--- src/rtl/mc_mainfsm_pkg.sv ---
// Shared types and encodings for the multicycle main control FSM.
//   state_e : 4-bit state codes (also exported on the State debug port)
//   ctrl_t  : control vector produced by the state decoder
package mc_ctrl_pkg;

    localparam int unsigned STATE_W = 4;
    localparam int unsigned CNT_W   = 4;

    typedef enum logic [STATE_W-1:0] {
        S_FETCH    = 4'd0,
        S_DECODE   = 4'd1,
        S_MEMADR   = 4'd2,
        S_MEMREAD  = 4'd3,
        S_MEMWB    = 4'd4,
        S_MEMWRITE = 4'd5,
        S_EXECUTER = 4'd6,
        S_EXECUTEI = 4'd7,
        S_ALUWB    = 4'd8,
        S_BRANCH   = 4'd9,
        S_EXECUTEM = 4'd10,
        S_MULWB    = 4'd11,
        S_FPUEXEC  = 4'd12,
        S_FPUWB    = 4'd13
    } state_e;

    localparam logic [1:0] SRCA_A        = 2'b00;
    localparam logic [1:0] SRCA_PC       = 2'b01;

    localparam logic [1:0] SRCB_WD       = 2'b00;
    localparam logic [1:0] SRCB_IMM      = 2'b01;
    localparam logic [1:0] SRCB_FOUR     = 2'b10;

    localparam logic [1:0] RES_ALUOUT    = 2'b00;
    localparam logic [1:0] RES_DATA      = 2'b01;
    localparam logic [1:0] RES_ALURESULT = 2'b10;

    localparam logic [1:0] OP_DP  = 2'b00;
    localparam logic [1:0] OP_MEM = 2'b01;
    localparam logic [1:0] OP_BR  = 2'b10;

    localparam logic [3:0] MUL_PATTERN = 4'b1001;

    typedef struct packed {
        logic       ir_write;
        logic       adr_src;
        logic [1:0] alu_src_a;
        logic [1:0] alu_src_b;
        logic [1:0] result_src;
        logic       next_pc;
        logic       reg_w;
        logic       mem_w;
        logic       branch;
        logic       alu_op;
        logic       mul_op;
        logic       long_mul;
        logic       reg_src_mul;
        logic       fpu_w;
        logic       instr_done;
    } ctrl_t;

endpackage

--- src/rtl/mc_mainfsm_if.sv ---
// Instruction-field inputs and control outputs between the main FSM and the
// multicycle datapath.
//   slave  : FSM side (reads Op/Funct/MulBits, drives controls and State)
//   master : datapath side
interface mc_mainfsm_if;
    import mc_ctrl_pkg::*;

    logic [1:0]         Op;
    logic [5:0]         Funct;
    logic [3:0]         MulBits;
    logic               IRWrite;
    logic               AdrSrc;
    logic [1:0]         ALUSrcA;
    logic [1:0]         ALUSrcB;
    logic [1:0]         ResultSrc;
    logic               NextPC;
    logic               RegW;
    logic               MemW;
    logic               Branch;
    logic               ALUOp;
    logic               MulOp;
    logic               Long;
    logic               RegSrcMul;
    logic               FpuW;
    logic               InstrDone;
    logic [STATE_W-1:0] State;

    modport slave (
        input  Op, Funct, MulBits,
        output IRWrite, AdrSrc, ALUSrcA, ALUSrcB, ResultSrc, NextPC, RegW, MemW,
               Branch, ALUOp, MulOp, Long, RegSrcMul, FpuW, InstrDone, State
    );

    modport master (
        output Op, Funct, MulBits,
        input  IRWrite, AdrSrc, ALUSrcA, ALUSrcB, ResultSrc, NextPC, RegW, MemW,
               Branch, ALUOp, MulOp, Long, RegSrcMul, FpuW, InstrDone, State
    );

endinterface

--- src/rtl/mc_mainfsm_outdec.sv ---
// Moore output decoder: state code -> datapath control vector.
//   state   : current FSM state
//   funct3  : Funct[3], selects the long-multiply dual write in MULWB
//   ctrl_c  : combinational control vector (all zero for unused codes)
module mc_mainfsm_outdec
    import mc_ctrl_pkg::*;
(
    input  state_e state,
    input  logic   funct3,
    output ctrl_t  ctrl_c
);

    always_comb begin
        ctrl_c = '0;
        unique case (state)
            S_FETCH: begin
                ctrl_c.ir_write   = 1'b1;
                ctrl_c.alu_src_a  = SRCA_PC;
                ctrl_c.alu_src_b  = SRCB_FOUR;
                ctrl_c.result_src = RES_ALURESULT;
                ctrl_c.next_pc    = 1'b1;
            end
            S_DECODE: begin
                ctrl_c.alu_src_a  = SRCA_PC;
                ctrl_c.alu_src_b  = SRCB_FOUR;
                ctrl_c.result_src = RES_ALURESULT;
            end
            S_MEMADR: ctrl_c.alu_src_b = SRCB_IMM;
            S_MEMREAD: begin
                ctrl_c.adr_src    = 1'b1;
                ctrl_c.result_src = RES_ALUOUT;
            end
            S_MEMWB: begin
                ctrl_c.result_src = RES_DATA;
                ctrl_c.reg_w      = 1'b1;
                ctrl_c.instr_done = 1'b1;
            end
            S_MEMWRITE: begin
                ctrl_c.adr_src    = 1'b1;
                ctrl_c.result_src = RES_ALUOUT;
                ctrl_c.mem_w      = 1'b1;
                ctrl_c.instr_done = 1'b1;
            end
            S_EXECUTER: begin
                ctrl_c.alu_src_b = SRCB_WD;
                ctrl_c.alu_op    = 1'b1;
            end
            S_EXECUTEI: begin
                ctrl_c.alu_src_b = SRCB_IMM;
                ctrl_c.alu_op    = 1'b1;
            end
            S_ALUWB: begin
                ctrl_c.result_src = RES_ALUOUT;
                ctrl_c.reg_w      = 1'b1;
                ctrl_c.instr_done = 1'b1;
            end
            S_BRANCH: begin
                ctrl_c.alu_src_b  = SRCB_IMM;
                ctrl_c.result_src = RES_ALURESULT;
                ctrl_c.branch     = 1'b1;
                ctrl_c.instr_done = 1'b1;
            end
            S_EXECUTEM: begin
                ctrl_c.alu_op      = 1'b1;
                ctrl_c.mul_op      = 1'b1;
                ctrl_c.reg_src_mul = 1'b1;
            end
            S_MULWB: begin
                ctrl_c.result_src  = RES_ALUOUT;
                ctrl_c.reg_w       = 1'b1;
                ctrl_c.mul_op      = 1'b1;
                ctrl_c.reg_src_mul = 1'b1;
                ctrl_c.long_mul    = funct3;
                ctrl_c.instr_done  = 1'b1;
            end
            S_FPUEXEC: ctrl_c = '0;
            S_FPUWB: begin
                ctrl_c.fpu_w      = 1'b1;
                ctrl_c.instr_done = 1'b1;
            end
            default: ctrl_c = '0;
        endcase
    end

endmodule

--- src/rtl/mc_mainfsm.sv ---
// Multicycle main control FSM: sequences the unconditioned datapath controls
// for data-processing, multiply, load/store, branch and FPU instructions.
//   clk   : rising-edge clock
//   reset : asynchronous active-low reset (returns to FETCH, clears FPU counter)
//   bus   : instruction fields in, control vector and debug State out
// FPU_LAT (1..15) sets the number of cycles spent in FPUEXEC.
module mc_mainfsm
    import mc_ctrl_pkg::*;
#(
    parameter int unsigned FPU_LAT = 1
)(
    input  logic         clk,
    input  logic         reset,
    mc_mainfsm_if.slave  bus
);

    state_e           state_q;
    state_e           state_d;
    logic [CNT_W-1:0] cnt_q;
    logic [CNT_W-1:0] cnt_d;
    ctrl_t            ctrl_c;
    logic             funct_unused;

    // Only Funct[5], Funct[3] and Funct[0] steer this block.
    assign funct_unused = ^{bus.Funct[4], bus.Funct[2:1]};

    // State register and FPU latency counter.
    always_ff @(posedge clk or negedge reset) begin
        if (!reset) begin
            state_q <= S_FETCH;
            cnt_q   <= '0;
        end else begin
            state_q <= state_d;
            cnt_q   <= cnt_d;
        end
    end

    // Next-state and counter update.
    always_comb begin
        state_d = S_FETCH;
        cnt_d   = cnt_q;
        unique case (state_q)
            S_FETCH:  state_d = S_DECODE;
            S_DECODE: begin
                if (bus.Op == OP_DP && !bus.Funct[5] && bus.MulBits == MUL_PATTERN) begin
                    state_d = S_EXECUTEM;
                end else if (bus.Op == OP_DP && bus.Funct[5]) begin
                    state_d = S_EXECUTEI;
                end else if (bus.Op == OP_DP) begin
                    state_d = S_EXECUTER;
                end else if (bus.Op == OP_MEM) begin
                    state_d = S_MEMADR;
                end else if (bus.Op == OP_BR) begin
                    state_d = S_BRANCH;
                end else begin
                    // Preload so the dwell in FPUEXEC is exactly FPU_LAT cycles.
                    state_d = S_FPUEXEC;
                    cnt_d   = CNT_W'(FPU_LAT - 1);
                end
            end
            S_MEMADR:   state_d = bus.Funct[0] ? S_MEMREAD : S_MEMWRITE;
            S_MEMREAD:  state_d = S_MEMWB;
            S_MEMWB:    state_d = S_FETCH;
            S_MEMWRITE: state_d = S_FETCH;
            S_EXECUTER: state_d = S_ALUWB;
            S_EXECUTEI: state_d = S_ALUWB;
            S_ALUWB:    state_d = S_FETCH;
            S_BRANCH:   state_d = S_FETCH;
            S_EXECUTEM: state_d = S_MULWB;
            S_MULWB:    state_d = S_FETCH;
            S_FPUEXEC: begin
                if (cnt_q != '0) begin
                    state_d = S_FPUEXEC;
                    cnt_d   = cnt_q - CNT_W'(1);
                end else begin
                    state_d = S_FPUWB;
                end
            end
            S_FPUWB:    state_d = S_FETCH;
            default:    state_d = S_FETCH;
        endcase
    end

    // Output decode.
    mc_mainfsm_outdec u_outdec (
        .state  (state_q),
        .funct3 (bus.Funct[3]),
        .ctrl_c (ctrl_c)
    );

    assign bus.IRWrite   = ctrl_c.ir_write;
    assign bus.AdrSrc    = ctrl_c.adr_src;
    assign bus.ALUSrcA   = ctrl_c.alu_src_a;
    assign bus.ALUSrcB   = ctrl_c.alu_src_b;
    assign bus.ResultSrc = ctrl_c.result_src;
    assign bus.NextPC    = ctrl_c.next_pc;
    assign bus.RegW      = ctrl_c.reg_w;
    assign bus.MemW      = ctrl_c.mem_w;
    assign bus.Branch    = ctrl_c.branch;
    assign bus.ALUOp     = ctrl_c.alu_op;
    assign bus.MulOp     = ctrl_c.mul_op;
    assign bus.Long      = ctrl_c.long_mul;
    assign bus.RegSrcMul = ctrl_c.reg_src_mul;
    assign bus.FpuW      = ctrl_c.fpu_w;
    assign bus.InstrDone = ctrl_c.instr_done;
    assign bus.State     = state_q;

endmodule

--- src/flat_wrapper.sv ---
// flat-port wrapper written by rule: the top's interface ports become plain ports
module mc_mainfsm_flat import mc_ctrl_pkg::*;
#(
    parameter int unsigned FPU_LAT = 1
)
  (clk, reset, bus_Op, bus_Funct, bus_MulBits, bus_IRWrite, bus_AdrSrc, bus_ALUSrcA, bus_ALUSrcB, bus_ResultSrc, bus_NextPC, bus_RegW, bus_MemW, bus_Branch, bus_ALUOp, bus_MulOp, bus_Long, bus_RegSrcMul, bus_FpuW, bus_InstrDone, bus_State);
  mc_mainfsm_if bus_i ();
  input  logic clk;
  input  logic reset;
  input wire logic [$bits(bus_i.Op)-1:0] bus_Op;
  input wire logic [$bits(bus_i.Funct)-1:0] bus_Funct;
  input wire logic [$bits(bus_i.MulBits)-1:0] bus_MulBits;
  output wire logic [$bits(bus_i.IRWrite)-1:0] bus_IRWrite;
  output wire logic [$bits(bus_i.AdrSrc)-1:0] bus_AdrSrc;
  output wire logic [$bits(bus_i.ALUSrcA)-1:0] bus_ALUSrcA;
  output wire logic [$bits(bus_i.ALUSrcB)-1:0] bus_ALUSrcB;
  output wire logic [$bits(bus_i.ResultSrc)-1:0] bus_ResultSrc;
  output wire logic [$bits(bus_i.NextPC)-1:0] bus_NextPC;
  output wire logic [$bits(bus_i.RegW)-1:0] bus_RegW;
  output wire logic [$bits(bus_i.MemW)-1:0] bus_MemW;
  output wire logic [$bits(bus_i.Branch)-1:0] bus_Branch;
  output wire logic [$bits(bus_i.ALUOp)-1:0] bus_ALUOp;
  output wire logic [$bits(bus_i.MulOp)-1:0] bus_MulOp;
  output wire logic [$bits(bus_i.Long)-1:0] bus_Long;
  output wire logic [$bits(bus_i.RegSrcMul)-1:0] bus_RegSrcMul;
  output wire logic [$bits(bus_i.FpuW)-1:0] bus_FpuW;
  output wire logic [$bits(bus_i.InstrDone)-1:0] bus_InstrDone;
  output wire logic [$bits(bus_i.State)-1:0] bus_State;
  assign bus_i.Op = bus_Op;
  assign bus_i.Funct = bus_Funct;
  assign bus_i.MulBits = bus_MulBits;
  assign bus_IRWrite = bus_i.IRWrite;
  assign bus_AdrSrc = bus_i.AdrSrc;
  assign bus_ALUSrcA = bus_i.ALUSrcA;
  assign bus_ALUSrcB = bus_i.ALUSrcB;
  assign bus_ResultSrc = bus_i.ResultSrc;
  assign bus_NextPC = bus_i.NextPC;
  assign bus_RegW = bus_i.RegW;
  assign bus_MemW = bus_i.MemW;
  assign bus_Branch = bus_i.Branch;
  assign bus_ALUOp = bus_i.ALUOp;
  assign bus_MulOp = bus_i.MulOp;
  assign bus_Long = bus_i.Long;
  assign bus_RegSrcMul = bus_i.RegSrcMul;
  assign bus_FpuW = bus_i.FpuW;
  assign bus_InstrDone = bus_i.InstrDone;
  assign bus_State = bus_i.State;
  mc_mainfsm #(.FPU_LAT(FPU_LAT)) u_core (.clk(clk), .reset(reset), .bus(bus_i));
endmodule
--- config.mk ---
export PLATFORM = sky130hd
export DESIGN_NAME = mc_mainfsm_flat
export DESIGN_NICKNAME = d
export VERILOG_FILES = /design/src/rtl/mc_mainfsm_pkg.sv /design/src/rtl/mc_mainfsm_if.sv /design/src/rtl/mc_mainfsm_outdec.sv /design/src/rtl/mc_mainfsm.sv /design/src/flat_wrapper.sv
export SDC_FILE = /design/constraint.sdc
export NUM_CORES = 1
export LEC_CHECK = 0
export BUFFER_PORTS_ARGS = -buffer_cell sky130_fd_sc_hd__buf_2
export CORE_ASPECT_RATIO = 0.9
export CORE_MARGIN = 8
export CORE_UTILIZATION = 51
export CTS_BUF_LIST = sky130_fd_sc_hd__clkbuf_8
export DETAILED_ROUTE_END_ITERATION = 7
export GPL_TIMING_DRIVEN = 0
export PLACE_DENSITY = 0.86
export SLEW_MARGIN = 20
export SYNTH_ARGS = -nofsm -noshare
export SYNTH_HDL_FRONTEND = slang
export SYNTH_SLANG_ARGS = --single-unit
export TNS_END_PERCENT = 50
--- constraint.sdc ---
create_clock -name clk -period 3.42 [get_ports clk]
set_input_delay 0.171 -clock clk [delete_from_list [all_inputs] [get_ports clk]]
set_output_delay 0.171 -clock clk [all_outputs]
set_load 0.01 [all_outputs]
==> results.txt <==
Synth Net Count -> 114
Starting density of the core -> 53.5%
Fillers -> 123
Final setup vio count -> 0
Sequential share of power -> 22.1%
Final WL -> 2080 µm
Final Cycle Share -> 53.8%
Clk_lat worst skew -> 240 ps
Cell Chain, Critical Path -> clkbuf_1 -> nor3b_1 -> o21ai_0 -> inv_1 -> buf_2
Pwr Total -> 0.852 mW
Layout Area Growth over Synthesis -> 29.4%
H-tree depth -> 1
Startpoint Class -> flop
Sw Ratio -> 46.5%
Area of the multi-input gates -> 494 µm²
Final HPWL DP -> 1610 µm
Vias in the first global route -> 796
Mapped Avg Cell Area -> 8.06 µm²
Antenna fix cells -> 0
First-pass GRT wire length -> 3570 µm
Slowest cell on the critical path -> dfrtp_1
WS Path Type -> flop to output port
Dpl ws -> 1860 ps
Overflow after GRT -> 0
Cts repair resizes -> 0
Placer Congestion -> 0.773
Fin crit period -> 1840 ps
Max Fclk -> 0.544 GHz
Avg WL per Cell -> 14.3 µm
DRC Markers -> 0
Max_cap viols -> 0
Root Buffer -> clkbuf_8
Clk buf depth -> 2
CP bufs+invs -> 3
Comb power frac -> 63.8%
Power Density -> 860 nW/µm²
Clock-pin transition on the worst setup and hold timing paths -> 40 ps
Largest net degree at the start of global routing -> 11
Final worst setup slack -> 1580 ps
Core area -> 1430 µm²
Mapped Cells -> 95
Clock net sink count -> 8
CP Max Fanout -> 10
Seq cells post-synth -> 8
CP arrival -> 1670 ps
Family with the most delay on the worst path -> buffers and inverters
Worst setup EP type -> output port
Num ports -> 36
Hold/Removal Path Class -> primary input to flop
ANT nets after route -> 0
Status -> finished, final reports clean
Drt via density -> 5.66
Slew Viols, Final -> 0
Clk pwr share -> 14.1%
Total GRT Usage -> 14.9%
Port Buf Inserts -> 31
Total Negative Setup Slacks -> 0 ps
1st-pass router iterations -> 4
Final clock skew -> 2.38 ps
Worst EP required -> 3250 ps
Syn. warnings -> 0
Cell variety after synth -> 38
DRT iter0 DRCs -> 33
RSZ-0062 raised after global routing -> false
Chip Height -> 52.8 µm
Reg2reg setup slack -> 1870 ps
Sequential share of the synthesized area -> 26.1%
Worst path max stage delay -> 510 ps
Internal -> 0.456 mW
Share of layout cells above drive strength 1 -> 32.3%
Fin nets -> 151
DIE AREA -> 3000 µm²
FF/Latch Area -> 200 µm²
Routed via count -> 821
Antenna violations before repair -> 0
CTS tree -> built
Sw Pwr -> 0.397 mW
Synthesized area -> 766 µm²
Worst VDD drop -> 0.381 mV
Pleak -> 0.529 nW
Clock buffer count from CTS -> 3
Final Hold Fails -> 0
Horiz. Die Dim -> 56.8 µm
Num rows -> 13
## synth_stat cells (all sizes together)
library cell | number | area, µm²
inv | 9 | 33.8
dfrtp | 8 | 200
nor2 | 8 | 30.0
o21ai | 7 | 35.0
a21oi | 5 | 25.0
ha | 5 | 62.6
clkbuf | 4 | 15.0
nand2 | 4 | 15.0
nand2b | 4 | 25.0
nor3 | 4 | 20.0
buf | 3 | 22.5
nor2b | 3 | 18.8
a211oi | 2 | 15.0
a21o | 2 | 15.0
nor3b | 2 | 15.0
o211ai | 2 | 15.0
o221ai | 2 | 17.5
or3 | 2 | 12.5
a211o | 1 | 8.76
a31oi | 1 | 6.26
a41o | 1 | 10.0
and2 | 1 | 6.26
and3 | 1 | 6.26
and4bb | 1 | 12.5
conb | 1 | 3.75
mux2i | 1 | 10.0
nand3 | 1 | 5.00
nand4b | 1 | 8.76
nand4bb | 1 | 27.5
nor4 | 1 | 6.26
nor4bb | 1 | 10.0
o22ai | 1 | 6.26
or2 | 1 | 6.26
or3b | 1 | 8.76
or4 | 1 | 7.51
or4b | 1 | 13.8
xnor2 | 1 | 8.76
## worst register-to-register path, delay by kind of cell (launching register included)
kind	cells	cell delay, ps
AND/OR/NAND/NOR	2	660
AO/OA/AOI/OAI	1	160
adder cells (fa/ha/maj)	1	220
flip-flops	1	380
buffers and inverters	1	60
## kinds of logic after synthesis
| logic type | Yosys count | share of synthesized area [%] |
|---|---|---|
| compound gates | 24 | 20.1 |
| xor+xnor | 1 | 1.14 |
| fa+ha+maj | 5 | 8.17 |
| buf+inv | 16 | 9.31 |
| flops | 8 | 26.1 |
| mux | 1 | 1.31 |
| other cells | 1 | 0.490 |
| simple gates | 39 | 33.3 |
## cells in the final DEF (no fill, tap or decap), drive strengths merged, types with 3 or more instances in the layout
cell	synthesis	final
nand2	4	4
nor2b	3	3
o21ai	7	7
a21oi	5	5
buf	3	34
dfrtp	8	8
nor3	4	4
inv	9	9
ha	5	5
nand2b	4	4
clkbuf	4	7
nor2	8	8
## layer usage
| metal | GRT usage [%] | vias up | part of all wire [%] | routed length [µm] |
|---|---|---|---|---|
| met5 | 0 | - | 0 | 0 |
| met4 | 12.1 | 0 | 2.3 | 47 |
| met3 | 3.64 | 5 | 6.1 | 127 |
| met2 | 23.5 | 36 | 50 | 1050 |
| met1 | 16.9 | 372 | 41 | 858 |
| li1 | - | 408 | - | - |
## power by group through the flow
| stage | clock network (mW) | logic [mW] | registers (mW) |
|---|---|---|---|
| floorplan | 0 | 0.362 | 0.186 |
| global placement | 0 | 0.522 | 0.185 |
| detailed placement | 0 | 0.536 | 0.188 |
| CTS | 0.119 | 0.546 | 0.187 |
| global route | 0.126 | 0.609 | 0.198 |
| finish | 0.120 | 0.544 | 0.189 |
## sequential cells by signal, indices dropped and copies added, names as in the netlist
| register | count |
|---|---|
| u_core.bus.State | 4 |
| u_core.cnt_q | 4 |
## per-stage QoR
| stage | instance area [µm²] | cells | hold WS, ps | utilization (%) |
|---|---|---|---|---|
| global route | 991 | 145 | 329 | 69.2 |
| CTS | 991 | 145 | 290 | 69.2 |
| detailed placement | 940 | 141 | 27.1 | 65.6 |
| finish | 991 | 145 | 287 | 69.2 |
| floorplan | 766 | 95 | -125 | - |
| global placement | 940 | 141 | 18.1 | 65.6 |
## worst paths after layout
path / endpoint / depth (start not counted) / from
setup reg to reg: u_core.cnt_q[3] / 5 / u_core.cnt_q[0]
min in group asynchronous: u_core.bus.State[0] / 2 / reset
hold reg to reg: u_core.cnt_q[0] / 1 / u_core.cnt_q[0]
hold / removal: u_core.bus.State[0] / 3 / bus_Funct[5]
setup / recovery: bus_ALUOp / 5 / u_core.bus.State[2]
max in group asynchronous: u_core.cnt_q[2] / 2 / reset
## final cells by class
cell class / count / share of cell area (%)
Sequential cell: 8 / 20.2
Buffer: 7 / 3.79
Inverter: 9 / 3.41
Tap cell: 15 / 1.89
Timing Repair Buffer: 32 / 16.7
Clock buffer: 3 / 4.17
Multi-Input combinational cell: 71 / 49.9
## what timing repair did
item,in CTS,in global routing
hold endpoints to repair,8,0
hold buffers,1,0
buffers inserted,0,0
(Power assumes the default switching activity.)
